## src/rtl/instr_enc_pkg.sv

```systemverilog
// Shared constants, types and helpers for the RV32I instruction encoder.
// Holds opcodes, request-class codes, the NOP word and the loader FSM state type.
package instr_enc_pkg;

   localparam int unsigned XLEN     = 32;
   localparam int unsigned KIND_W   = 3;
   localparam int unsigned ALU_OP_W = 4;
   localparam int unsigned REG_W    = 5;

   localparam logic [6:0] OP_R    = 7'b0110011;
   localparam logic [6:0] OP_I    = 7'b0010011;
   localparam logic [6:0] OP_B    = 7'b1100011;
   localparam logic [6:0] OP_JALR = 7'b1100111;
   localparam logic [6:0] OP_JAL  = 7'b1101111;

   localparam logic [KIND_W-1:0] KIND_R    = 3'd0;
   localparam logic [KIND_W-1:0] KIND_I    = 3'd1;
   localparam logic [KIND_W-1:0] KIND_B    = 3'd2;
   localparam logic [KIND_W-1:0] KIND_JALR = 3'd3;
   localparam logic [KIND_W-1:0] KIND_JAL  = 3'd4;

   localparam logic [XLEN-1:0] NOP_WORD = 32'h0000_0013;

   typedef enum logic {
      ST_LOAD = 1'b0,
      ST_DONE = 1'b1
   } enc_state_e;

   // Field-level request as seen by the format packer.
   typedef struct packed {
      logic [KIND_W-1:0]   kind;
      logic [ALU_OP_W-1:0] alu_op;
      logic [REG_W-1:0]    rd;
      logic [REG_W-1:0]    rs1;
      logic [REG_W-1:0]    rs2;
      logic [XLEN-1:0]     imm;
   } enc_req_t;

   // True when v is representable as an nbits-wide two's-complement value.
   function automatic logic fits_signed(input logic [XLEN-1:0] v, input int unsigned nbits);
      logic [XLEN-1:0] s;
      s = XLEN'($signed(v) >>> (nbits - 1));
      return (s == '0) || (s == '1);
   endfunction

endpackage

```

## src/rtl/instr_encoder_if.sv

```systemverilog
// Field-level request handshake between a program source and the encoder.
interface instr_encoder_if;
   import instr_enc_pkg::*;

   logic                in_valid;
   logic                in_ready;
   logic [KIND_W-1:0]   in_kind;
   logic [ALU_OP_W-1:0] in_alu_op;
   logic [REG_W-1:0]    in_rd;
   logic [REG_W-1:0]    in_rs1;
   logic [REG_W-1:0]    in_rs2;
   logic [XLEN-1:0]     in_imm;
   logic                in_last;

   modport master (
      output in_valid, in_kind, in_alu_op, in_rd, in_rs1, in_rs2, in_imm, in_last,
      input  in_ready
   );

   modport slave (
      input  in_valid, in_kind, in_alu_op, in_rd, in_rs1, in_rs2, in_imm, in_last,
      output in_ready
   );

endinterface

```

## src/rtl/instr_format_pack.sv

```systemverilog
// Combinational RV32I format packer: request fields in, encoded word and legality out.
// Any illegal request is replaced by the canonical NOP.
module instr_format_pack
   import instr_enc_pkg::*;
(
   input  enc_req_t        req,
   output logic [XLEN-1:0] word_c,
   output logic            illegal_c
);

   logic [2:0]      f3;
   logic            f7b;
   logic [XLEN-1:0] imm;
   logic            is_shift;

   assign f3       = req.alu_op[2:0];
   assign f7b      = req.alu_op[3];
   assign imm      = req.imm;
   assign is_shift = (f3 == 3'b001) || (f3 == 3'b101);

   always_comb begin
      word_c    = NOP_WORD;
      illegal_c = 1'b0;
      case (req.kind)
         KIND_R: begin
            word_c    = {1'b0, f7b, 5'b0, req.rs2, req.rs1, f3, req.rd, OP_R};
            illegal_c = f7b && !((f3 == 3'b000) || (f3 == 3'b101));
         end
         KIND_I: begin
            if (is_shift) begin
               word_c    = {1'b0, f7b, 5'b0, imm[4:0], req.rs1, f3, req.rd, OP_I};
               illegal_c = (imm[XLEN-1:5] != '0) || (f7b && (f3 != 3'b101));
            end else begin
               word_c    = {imm[11:0], req.rs1, f3, req.rd, OP_I};
               illegal_c = !fits_signed(imm, 12) || f7b;
            end
         end
         KIND_B: begin
            word_c    = {imm[12], imm[10:5], req.rs2, req.rs1, f3, imm[4:1], imm[11], OP_B};
            illegal_c = (f3 == 3'b010) || (f3 == 3'b011) || imm[0] || !fits_signed(imm, 13);
         end
         KIND_JALR: begin
            word_c    = {imm[11:0], req.rs1, 3'b000, req.rd, OP_JALR};
            illegal_c = !fits_signed(imm, 12);
         end
         KIND_JAL: begin
            word_c    = {imm[20], imm[10:1], imm[11], imm[19:12], req.rd, OP_JAL};
            illegal_c = imm[0] || !fits_signed(imm, 21);
         end
         default: illegal_c = 1'b1;
      endcase
      if (illegal_c) word_c = NOP_WORD;
   end

endmodule

```

## src/rtl/instr_encoder.sv

```systemverilog
// RV32I program loader: encodes accepted requests and writes them sequentially to
// instruction memory while holding the core, releasing it after the final write.
module instr_encoder
   import instr_enc_pkg::*;
#(
   parameter int unsigned IMEM_AW = 8
) (
   input  logic               clk,
   input  logic               rst,
   instr_encoder_if.slave     req_if,
   output logic               imem_we,
   output logic [IMEM_AW-1:0] imem_addr,
   output logic [XLEN-1:0]    imem_wdata,
   output logic               cpu_hold,
   output logic [IMEM_AW:0]   count,
   output logic               err,
   output logic [IMEM_AW-1:0] err_addr,
   output logic               err_ovf
);

   localparam int unsigned      CNT_W   = IMEM_AW + 1;
   localparam logic [IMEM_AW-1:0] PTR_MAX = '1;

   enc_state_e         state_q;
   enc_state_e         state_d;
   logic [IMEM_AW-1:0] ptr;
   enc_req_t           req;
   logic [XLEN-1:0]    word_c;
   logic               illegal_c;
   logic               ready_c;
   logic               accept_c;
   logic               at_max_c;

   assign req = '{kind:   req_if.in_kind,
                  alu_op: req_if.in_alu_op,
                  rd:     req_if.in_rd,
                  rs1:    req_if.in_rs1,
                  rs2:    req_if.in_rs2,
                  imm:    req_if.in_imm};

   assign ready_c         = (state_q == ST_LOAD) && !rst;
   assign req_if.in_ready = ready_c;
   assign accept_c        = req_if.in_valid && ready_c;
   assign at_max_c        = (ptr == PTR_MAX);

   instr_format_pack u_pack (
      .req       (req),
      .word_c    (word_c),
      .illegal_c (illegal_c)
   );

   // State register.
   always_ff @(posedge clk) begin
      if (rst) state_q <= ST_LOAD;
      else     state_q <= state_d;
   end

   // Next state: a last beat or a beat at the top address ends loading.
   always_comb begin
      state_d = state_q;
      case (state_q)
         ST_LOAD: if (accept_c && (req_if.in_last || at_max_c)) state_d = ST_DONE;
         ST_DONE: state_d = ST_DONE;
         default: state_d = ST_LOAD;
      endcase
   end

   // Write pipeline, pointer/count, hold release and error capture.
   always_ff @(posedge clk) begin
      if (rst) begin
         imem_we    <= 1'b0;
         imem_addr  <= '0;
         imem_wdata <= '0;
         cpu_hold   <= 1'b1;
         count      <= '0;
         err        <= 1'b0;
         err_addr   <= '0;
         err_ovf    <= 1'b0;
         ptr        <= '0;
      end else begin
         imem_we <= accept_c;
         if (accept_c) begin
            imem_addr  <= ptr;
            imem_wdata <= word_c;
            if (!at_max_c) ptr <= ptr + IMEM_AW'(1);
            if (illegal_c && !err) begin
               err      <= 1'b1;
               err_addr <= ptr;
            end
            if (at_max_c && !req_if.in_last) err_ovf <= 1'b1;
         end
         if (imem_we) count <= count + CNT_W'(1);
         // Only the final beat can still be writing once in DONE.
         if (imem_we && (state_q == ST_DONE)) cpu_hold <= 1'b0;
      end
   end

endmodule
```

## src/flat_wrapper.sv

```systemverilog
// flat-port wrapper written by rule: the top's interface ports become plain ports
module instr_encoder_flat import instr_enc_pkg::*;
#(
   parameter int unsigned IMEM_AW = 8
)
  (clk, rst, imem_we, imem_addr, imem_wdata, cpu_hold, count, err, err_addr, err_ovf, req_if_in_valid, req_if_in_kind, req_if_in_alu_op, req_if_in_rd, req_if_in_rs1, req_if_in_rs2, req_if_in_imm, req_if_in_last, req_if_in_ready);
  instr_encoder_if req_if_i ();
  input  logic clk;
  input  logic rst;
  output logic imem_we;
  output logic [IMEM_AW-1:0] imem_addr;
  output logic [XLEN-1:0] imem_wdata;
  output logic cpu_hold;
  output logic [IMEM_AW:0] count;
  output logic err;
  output logic [IMEM_AW-1:0] err_addr;
  output logic err_ovf;
  input wire logic [$bits(req_if_i.in_valid)-1:0] req_if_in_valid;
  input wire logic [$bits(req_if_i.in_kind)-1:0] req_if_in_kind;
  input wire logic [$bits(req_if_i.in_alu_op)-1:0] req_if_in_alu_op;
  input wire logic [$bits(req_if_i.in_rd)-1:0] req_if_in_rd;
  input wire logic [$bits(req_if_i.in_rs1)-1:0] req_if_in_rs1;
  input wire logic [$bits(req_if_i.in_rs2)-1:0] req_if_in_rs2;
  input wire logic [$bits(req_if_i.in_imm)-1:0] req_if_in_imm;
  input wire logic [$bits(req_if_i.in_last)-1:0] req_if_in_last;
  output wire logic [$bits(req_if_i.in_ready)-1:0] req_if_in_ready;
  assign req_if_i.in_valid = req_if_in_valid;
  assign req_if_i.in_kind = req_if_in_kind;
  assign req_if_i.in_alu_op = req_if_in_alu_op;
  assign req_if_i.in_rd = req_if_in_rd;
  assign req_if_i.in_rs1 = req_if_in_rs1;
  assign req_if_i.in_rs2 = req_if_in_rs2;
  assign req_if_i.in_imm = req_if_in_imm;
  assign req_if_i.in_last = req_if_in_last;
  assign req_if_in_ready = req_if_i.in_ready;
  instr_encoder #(.IMEM_AW(IMEM_AW)) u_core (.clk(clk), .rst(rst), .req_if(req_if_i), .imem_we(imem_we), .imem_addr(imem_addr), .imem_wdata(imem_wdata), .cpu_hold(cpu_hold), .count(count), .err(err), .err_addr(err_addr), .err_ovf(err_ovf));
endmodule
```

## config.mk

```make
export PLATFORM = sky130hd
export DESIGN_NAME = instr_encoder_flat
export DESIGN_NICKNAME = d
export VERILOG_FILES = /design/src/rtl/instr_enc_pkg.sv /design/src/rtl/instr_encoder_if.sv /design/src/rtl/instr_format_pack.sv /design/src/rtl/instr_encoder.sv /design/src/flat_wrapper.sv
export SDC_FILE = /design/constraint.sdc
export NUM_CORES = 1
export LEC_CHECK = 0
export CORE_MARGIN = 2
export CORE_UTILIZATION = 55
export DETAILED_ROUTE_END_ITERATION = 12
export DONT_BUFFER_PORTS = 1
export GPL_ROUTABILITY_DRIVEN = 0
export PLACE_DENSITY_LB_ADDON = 0.08
export SKIP_LAST_GASP = 1
export SYNTH_ARGS = -nofsm -noshare
export SYNTH_HDL_FRONTEND = slang
export SYNTH_SLANG_ARGS = --single-unit
```

## constraint.sdc

```tcl
create_clock -name clk -period 2.1 [get_ports clk]
set_input_delay 0.42 -clock clk [delete_from_list [all_inputs] [get_ports clk]]
set_output_delay 0.42 -clock clk [all_outputs]
set_load 0.01 [all_outputs]
```

# Yosys cells after proc, flatten, opt, wreduce, memory -nomap -nowiden
# Cells that the tools add are included.
# Widths: inputs -> output; s select.
# op_classes
n_addsub,2
multipliers,0
div,0
magnitude_cmp,0
n_eq_ne,13
shift,0
n_mux,7
bitwise_logic,2
n_reduce_logical,36
# op_table
op,count
$pmux 32 s5,1
$eq 32x32->1 const B,3
$logic_not 32->1,3
$mux 32,2
$reduce_bool 27->1,1
$eq 3x2->1 const B,4
$logic_or 1x1->1,12
$add 9x1->9 const B,1
$add 8x1->8 const B,1
$eq 8x8->1 const B,1
$logic_and 1x1->1,8
$logic_not 1->1,7
$eq 3x1->1 const B,2
$eq 3x3->1 const B,2
$logic_not 3->1,2
$reduce_and 2->1,3
$pmux 1 s5,1
$ne 3x3->1 const B,1
$mux 1,2
$not 1->1,2
$pmux 1 s2,1
# totals
regBits,70
latchBits,0
ram_bits,0
mem_bits_ro,0
input_bits,58
output_inout_bits,62
elab_cells,70
memories,0

# Depth between registers and ports, before layout
# Gate-level depths: netlist of the first run.
# logic_depth
depth_word,8
ltp_mapped,9
depth_no_buf,6

# Cells and area by module
# From an unflattened synthesis of the first run, not the netlist that was laid out.
# unflattened
hier_cells,457
area_unflattened_um2,3547.2
# modules_own_cells
module,instances,cells_each,area_each_um2,seq_area_each_um2
instr_encoder,1,308,2610.0,1401.3
instr_format_pack,1,149,937.1,0.0

# Worst setup path after synthesis of the first run
# OpenSTA, ideal clock, no wires.
# synth_path
path_type,input to register
startpoint,in req_if_in_imm[16]
endpoint,reg u_core.err_addr[1]
setup_ns,0.123
arrival_ns,2.033
required_ns,1.977
slack_ns,-0.057
cell_stages,7
n_path_buf,1
cell_sequence,or4_4 -> nor3_2 -> nand4b_1 -> a2bb2oi_2 -> a311o_1 -> buf_6 -> mux2_1
# synth_via
elab_chain_len,8
elab_cells_between_ends,16
classes_between,2 x eq/ne; 2 x mux; 12 x reduce/logical
# synth_rtl
element,line_no,text
from (decl),flat_wrapper.sv:24,input wire logic [$bits(req_if_i.in_imm)-1:0] req_if_in_imm;
$eq 32x32->1 or $logic_not 32->1 (tied branches),instr_enc_pkg.sv:43,return (s == '0) || (s == '1);
$logic_or 1x1->1,instr_enc_pkg.sv:43,
$logic_not 1->1,"instr_format_pack.sv:35, instr_format_pack.sv:44",
$logic_or 1x1->1,instr_format_pack.sv:35,"illegal_c = !fits_signed(imm, 12) || f7b;"
$mux 1,instr_format_pack.sv:30,if (is_shift) begin
$pmux 1 s5 *,instr_format_pack.sv:24,case (req.kind)
$logic_and 1x1->1 *,instr_encoder.sv:86,if (illegal_c && !err) begin
$reduce_and 2->1 (no line) *,--,
to (signal assigned),instr_encoder.sv:88,err_addr <= ptr;
to (decl),instr_encoder.sv:17,"output logic [IMEM_AW-1:0] err_addr,"
# Mark *: on every way between the ends. The rest lies on a longest branch, timed or not.
# A chain may end at the register's enable or synchronous reset.

# Final worst setup path of the first run
# layout_path
startpoint,in req_if_in_imm[16]
endpoint,reg u_core.imem_wdata[4]
# layout_via
elab_chain_len,7
elab_cells_between_ends,15
classes_between,2 x eq/ne; 3 x mux; 10 x reduce/logical
# layout_rtl
element,line_no,text
$eq 32x32->1 or $logic_not 32->1 (tied branches),instr_enc_pkg.sv:43,
$logic_or 1x1->1,instr_enc_pkg.sv:43,
$logic_not 1->1,"instr_format_pack.sv:35, instr_format_pack.sv:44",
$logic_or 1x1->1,instr_format_pack.sv:35,
$mux 1,instr_format_pack.sv:30,
$pmux 1 s5 *,instr_format_pack.sv:24,
$mux 32 *,instr_format_pack.sv:52,if (illegal_c) word_c = NOP_WORD;
to (signal assigned),instr_encoder.sv:84,imem_wdata <= word_c;
to (decl),instr_encoder.sv:13,"output logic [XLEN-1:0] imem_wdata,"
# Marks and branches as above.

==> results.json, run 1 <==
{
  "syn2layout_area_growth_pct": 8.30,
  "cts_made_buffers": 9,
  "total_power_mw": 2.68,
  "yosysSeqAreaShare_pct": 40.0,
  "ir_drop_uv": 488,
  "cts_setup_buffers": 0,
  "track_usage_pct": 24.5,
  "ys_types": 46,
  "fin_crit_ps": 1930,
  "fmaxAchievable_mhz": 519,
  "routed_wl_um": 8530,
  "drive_gt1_share_pct": 10.0,
  "cap_violations": 0,
  "synthTopCellsByArea": "dfxtp_1 40%, a21oi_1 6.5%, nand4_1 6.3%",
  "crit_chain": "or4_4 -> nor3_2 -> nand4b_1 -> a2bb2oi_2 -> buf_4 -> o2111ai_1 -> a21o_1",
  "status": "finished, final reports clean",
  "dp_hpwl_um": 6080,
  "hold_class": "in2reg",
  "drtIter0Drc": 196,
  "p_per_area_nw_per_um2": 717,
  "clock_sinks": 69,
  "cts_resized": 0,
  "n_antenna_cell": 0,
  "drt_pass1_iterations": 5,
  "netlist_area_um2": 3450,
  "cts_buffer_depth": 2,
  "ant_nets": 0,
  "worstPathRequired_ps": 2340,
  "antenna_found_initial": 0,
  "slowest_delay_ps": 520,
  "fin_crit_sh_pct": 91.8,
  "yosysTopAreaCell": "dfxtp_1",
  "worst-path-max-fanout": 28,
  "ys.flop_type": "dfxtp_1",
  "finalNetCount": 484,
  "synth_top_area_share_pct": 40.0,
  "portBuffers": 0,
  "critPathSlowestCell": "or4_4",
  "syn-num-nets": 491,
  "start_util_pct": 57.6,
  "grt_pass1_vias": 2798,
  "die_y_um": 83.2,
  "insertion_delay_ps": 350,
  "via_count": 3131,
  "worst_pin_slew_ps": 453,
  "dpl_cell_area_um2": 3540,
  "hold_viol": 0,
  "coreArea_um2": 5990,
  "rsz0062_at_grt": "false",
  "synth_warnings": 0,
  "htree_num_levels": 3,
  "path_class": "in2reg",
  "grt_pass1_wl_um": 13900,
  "ctsHoldBuffers": 0,
  "grt-ovfl-total": 0,
  "wl_per_cell_um": 16.9,
  "dieArea_um2": 6920,
  "cp.arrival_ps": 2170,
  "die_w_um": 83.2,
  "vias_per_cell": 6.21,
  "cts_tree": "yes",
  "p_leak_nw": 1.36,
  "clockRootBuffer": "clkbuf_8",
  "io_pins": 120,
  "synth_edf_count": 0,
  "drcViolationCount": 0,
  "slew_headroom_pct": 69.7,
  "start_kind": "input pin",
  "syn_avg_cell_area_um2": 8.01,
  "drv_slew": 0,
  "final_core_util_pct": 62.4,
  "grt_max_degree": 71,
  "fin_area_um2": 3740,
  "finalSetupViolCount": 0,
  "ys_seq_elements": 69,
  "async_flop_share_pct": 0,
  "rows": 28,
  "endpoint_kind": "flop",
  "syn-instance-count": 431,
  "fin_skew_ps": 11.4,
  "clk_pin_slew_ps": 80
}
[flip-flops by register name, indices dropped and copies added (netlist names)]
name / flops
u_core.err_ovf: 1
u_core.err: 1
u_core.count: 9
u_core.imem_we: 1
u_core.ptr: 8
u_core.imem_wdata: 31
u_core.err_addr: 8
u_core.state_q: 1
u_core.cpu_hold: 1
u_core.imem_addr: 8
[final timing paths]
kind | from | end | slack (ps) | cells after the start
hold reg to reg | u_core.imem_wdata[17]$_SDFFE_PP0P_ | u_core.imem_wdata[17]$_SDFFE_PP0P_ | 490 | 2
setup reg to reg | u_core.state_q$_SDFF_PP0_ | u_core.ptr[7]$_SDFFE_PP0P_ | 230 | 6
hold / removal | rst | u_core.err_ovf$_SDFFE_PP0P_ | 140 | 1
setup / recovery | req_if_in_imm[16] | u_core.imem_wdata[4]$_SDFFE_PP0P_ | 170 | 7
[power by group]
| part | leakage, nW | internal, mW | switching [mW] | total [mW] |
|---|---|---|---|---|
| Combinational | 0.709 | 0.101 | 0.125 | 0.226 |
| Clock | 0.0959 | 0.583 | 0.510 | 1.09 |
| Sequential | 0.558 | 1.33 | 0.0311 | 1.36 |
[cells by family after synthesis]
family | count (synthesis) | synth area share, %
xor+xnor | 12 | 3.05
simple gates | 197 | 29.2
buf+inv | 44 | 5.91
flops | 69 | 40.0
compound gates | 92 | 16.6
mux | 15 | 4.53
fa+ha+maj | 2 | 0.725
[cell usage after synthesis (2+ instances only)]
cell type / n
a21o_1: 4
mux2_1: 5
nand2b_1: 6
nor3_1: 4
o21ai_0: 10
and3_1: 6
or3_1: 3
dfxtp_1: 69
nand2_1: 51
nand4b_1: 2
nand3b_1: 8
nor2_1: 49
and3b_1: 2
o21bai_1: 2
ha_1: 2
buf_2: 7
inv_1: 8
nand3_1: 7
a21oi_1: 45
mux2i_1: 10
nand4_1: 35
buf_6: 3
clkbuf_1: 20
nor4_1: 5
xor2_1: 7
o2111ai_1: 3
a22oi_1: 9
buf_1: 3
buf_4: 2
a31oi_1: 8
a22o_1: 5
xnor2_1: 5
nor3b_1: 2
nor2b_1: 12
[through the flow]
step,instances,TNS (ps),setup slack [ps],hold slack (ps)
4_1_cts,504,0,208,124
2_1_floorplan,431,-218,-43.6,457
3_3_place_gp,488,-1360,-151,480
6_report,504,0,173,137
5_1_grt,504,0,79.6,116
3_5_place_dp,488,-1210,-138,482
[worst max-delay path: cells and delay by family]
family / cells / cell delay, ps
AO/OA/AOI/OAI: 3 / 560
AND/OR/NAND/NOR: 3 / 880
buffers and inverters: 1 / 290
[layout make-up]
cell class	instances	area (um2)
Timing Repair Buffer	17	140
Sequential cell	69	1380
Tap cell	75	93.8
Clock buffer	11	141
Inverter	9	33.8
Clock inverter	5	58.8
Multi-Input combinational cell	318	1890
Fill cell	564	2250
[per-layer routing]
layer | up-vias | track usage, % | part of all wire, %
met5 | - | 0 | 0
met4 | 0 | 7.00 | 1.7
met3 | 16 | 9.84 | 10
met2 | 138 | 35.2 | 44
met1 | 1462 | 33.8 | 44
li1 | 1515 | - | -
[layout by cell type (no fill, tap or decap), drive strengths merged, types with 3 or more instances in the layout]
cell and instances:
nor2b 12, nor2 49, nand3b 8, xor2 7, o2111ai 3, xnor2 5, a21o 4, clkbuf 11
a21oi 45, a22o 5, or3 3, nor3 5, mux2 5, and3 6, nand3 7, nand2 51
a31oi 8, a22oi 9, nand2b 6, buf 17, inv 9, dfxtp 69, nand4 35, o21ai 11
mux2i 10, nor4 5
Power figures use the tool's default switching activity.
==> run 2: changes to the inputs <==
Settings changed: CAP_MARGIN set to 10.
==> results of run 2 <==
No change in the layout: final DEF, timing and power equal those of run 1.
==> edit, RTL diff (config.mk and constraints of run 2) <==
`IMEM_AW` is set to 8 in 2 places; all go to 7.
--- a/src/rtl/instr_encoder.sv
+++ b/src/rtl/instr_encoder.sv
@@ -3,7 +3,7 @@
 module instr_encoder
    import instr_enc_pkg::*;
 #(
-   parameter int unsigned IMEM_AW = 8
+   parameter int unsigned IMEM_AW = 7
 ) (
    input  logic               clk,
    input  logic               rst,
--- a/src/flat_wrapper.sv
+++ b/src/flat_wrapper.sv
@@ -1,7 +1,7 @@
 // flat-port wrapper written by rule: the top's interface ports become plain ports
 module instr_encoder_flat import instr_enc_pkg::*;
 #(
-   parameter int unsigned IMEM_AW = 8
+   parameter int unsigned IMEM_AW = 7
 )
   (clk, rst, imem_we, imem_addr, imem_wdata, cpu_hold, count, err, err_addr, err_ovf, req_if_in_valid, req_if_in_kind, req_if_in_alu_op, req_if_in_rd, req_if_in_rs1, req_if_in_rs2, req_if_in_imm, req_if_in_last, req_if_in_ready);
   instr_encoder_if req_if_i ();
Interface: changed (resized count, err_addr and imem_addr); port bits go from 120 to 117. The function was not compared with the original's and may differ.
==> edit against run 2 <==
Worst setup slack improved by 0.068 ns; sequential power decreased by 5%; clock power increased by 10%; synthesized cell count decreased by 8.6%; synthesized area decreased by 11%; first-iteration DRC count decreased by 11%; sequential cell count decreased by 4; total power decreased by 0.19%; design area decreased by 10%; cell count decreased by 7.5%; register-to-register slack improved by 0.16 ns; routed wire length decreased by 11%; combinational power decreased by 15%.
==> edit: results (changes against run 2) <==
The run finished with clean final reports. The met1 layer wirelength in the final routing is 3.28 mm (-14%). The flop-to-flop setup slack is 0.39 ns (+0.16 ns). The largest clock skew in the final design is 0.0110 ns (-0.000403 ns). The net switching power came out at 613 µW (-8.0%). The post-synthesis share of cell area spent on xor and xnor gates came out at 2.85% (-0.20 points).

The complex-gate fraction of the synthesized area came to 19.4% (+2.8 points). The share of total power in the clock network is 44.8% (+4.0 points). The worst max-slew margin expressed relative to the limit is 60.7% (-9.0 points). The clock transition at the registers of the reported paths is 0.06 ns (-0.02 ns). The post-synthesis net count came out at 454 (-7.5%). The non-filler instance count after layout is 466 (-7.5%). The data arrival time of the worst path came to 2.13 ns (-0.04 ns). By area the synthesized netlist is led by sky130_fd_sc_hd__dfxtp_1, sky130_fd_sc_hd__a21oi_1, sky130_fd_sc_hd__nand2_1, sky130_fd_sc_hd__o21ai_0, sky130_fd_sc_hd__nor2_1. The first-pass GRT wire length came out at 12.0 mm (-14%). The peak fanout along the critical path came out at 18 (-36%). The sequential share of the synthesized area came out at 42.3% (+2.3 points). The length of routed met2 wiring came out at 3.48 mm (-6.6%). The overall track demand over capacity in global routing came out at 24.3% (-0.15 points). The reg-to-reg endpoint is u_core.ptr[5]. The half-perimeter wire length of the detailed placement result is 5.25 mm (-14%). The number of violations reported at the end of detailed-routing iteration 0 is 175 (-11%).

The achievable clock frequency is 538 MHz (+3.7%). The routed via count is 2777 (-11%). The maximum number of pins on one net before global-route repair is 66 (-7.0%). The placement-stage cell area is 0.00313 mm² (-12%).

The worst hold slack came out at 0.149 ns (+0.0125 ns). The endpoint of the most critical setup path is u_core.imem_wdata[29]. The proportion of layout cells with a drive suffix above 1 is 8.12% (-1.9 points). The mux cell area share after synthesis came out at 2.28% (-2.3 points). The number of instances in the synthesized netlist came out at 394 (-8.6%).
edit: cell types whose count changed after synthesis, sizes merged, moves of 6 or more:
cell / run 2 / this run
nand4: 35 / 17
nand3b: 8 / 2
nor2: 49 / 39
nand3: 7 / 25
o21ai: 11 / 36
edit: how the worst min path moves through the flow:
| stage | to | cells past startpoint |
|---|---|---|
| floorplan | u_core.state_q | 2 |
| global placement | u_core.state_q | 2 |
| detailed placement | u_core.state_q | 2 |
| CTS | u_core.imem_wdata[27] | 1 |
| global route | u_core.imem_wdata[23] | 1 |
| finish | u_core.err_ovf | 1 |
edit: area by class of cell:
cell class / count / area, µm²
clock buffers: 11 / 151
clock inverters: 5 / 77.6
fillers: 523 / 2080
inverters: 6 / 22.5
multi-input cells: 295 / 1620
flip-flops and latches: 65 / 1300
well taps: 72 / 90.1
repair buffers: 12 / 90.1
edit: metal layers:
metal,GRT usage [%],vias up
met5,0,-
met4,11.2,0
met3,7.16,14
met2,36.6,114
met1,32.1,1262
li1,-,1387
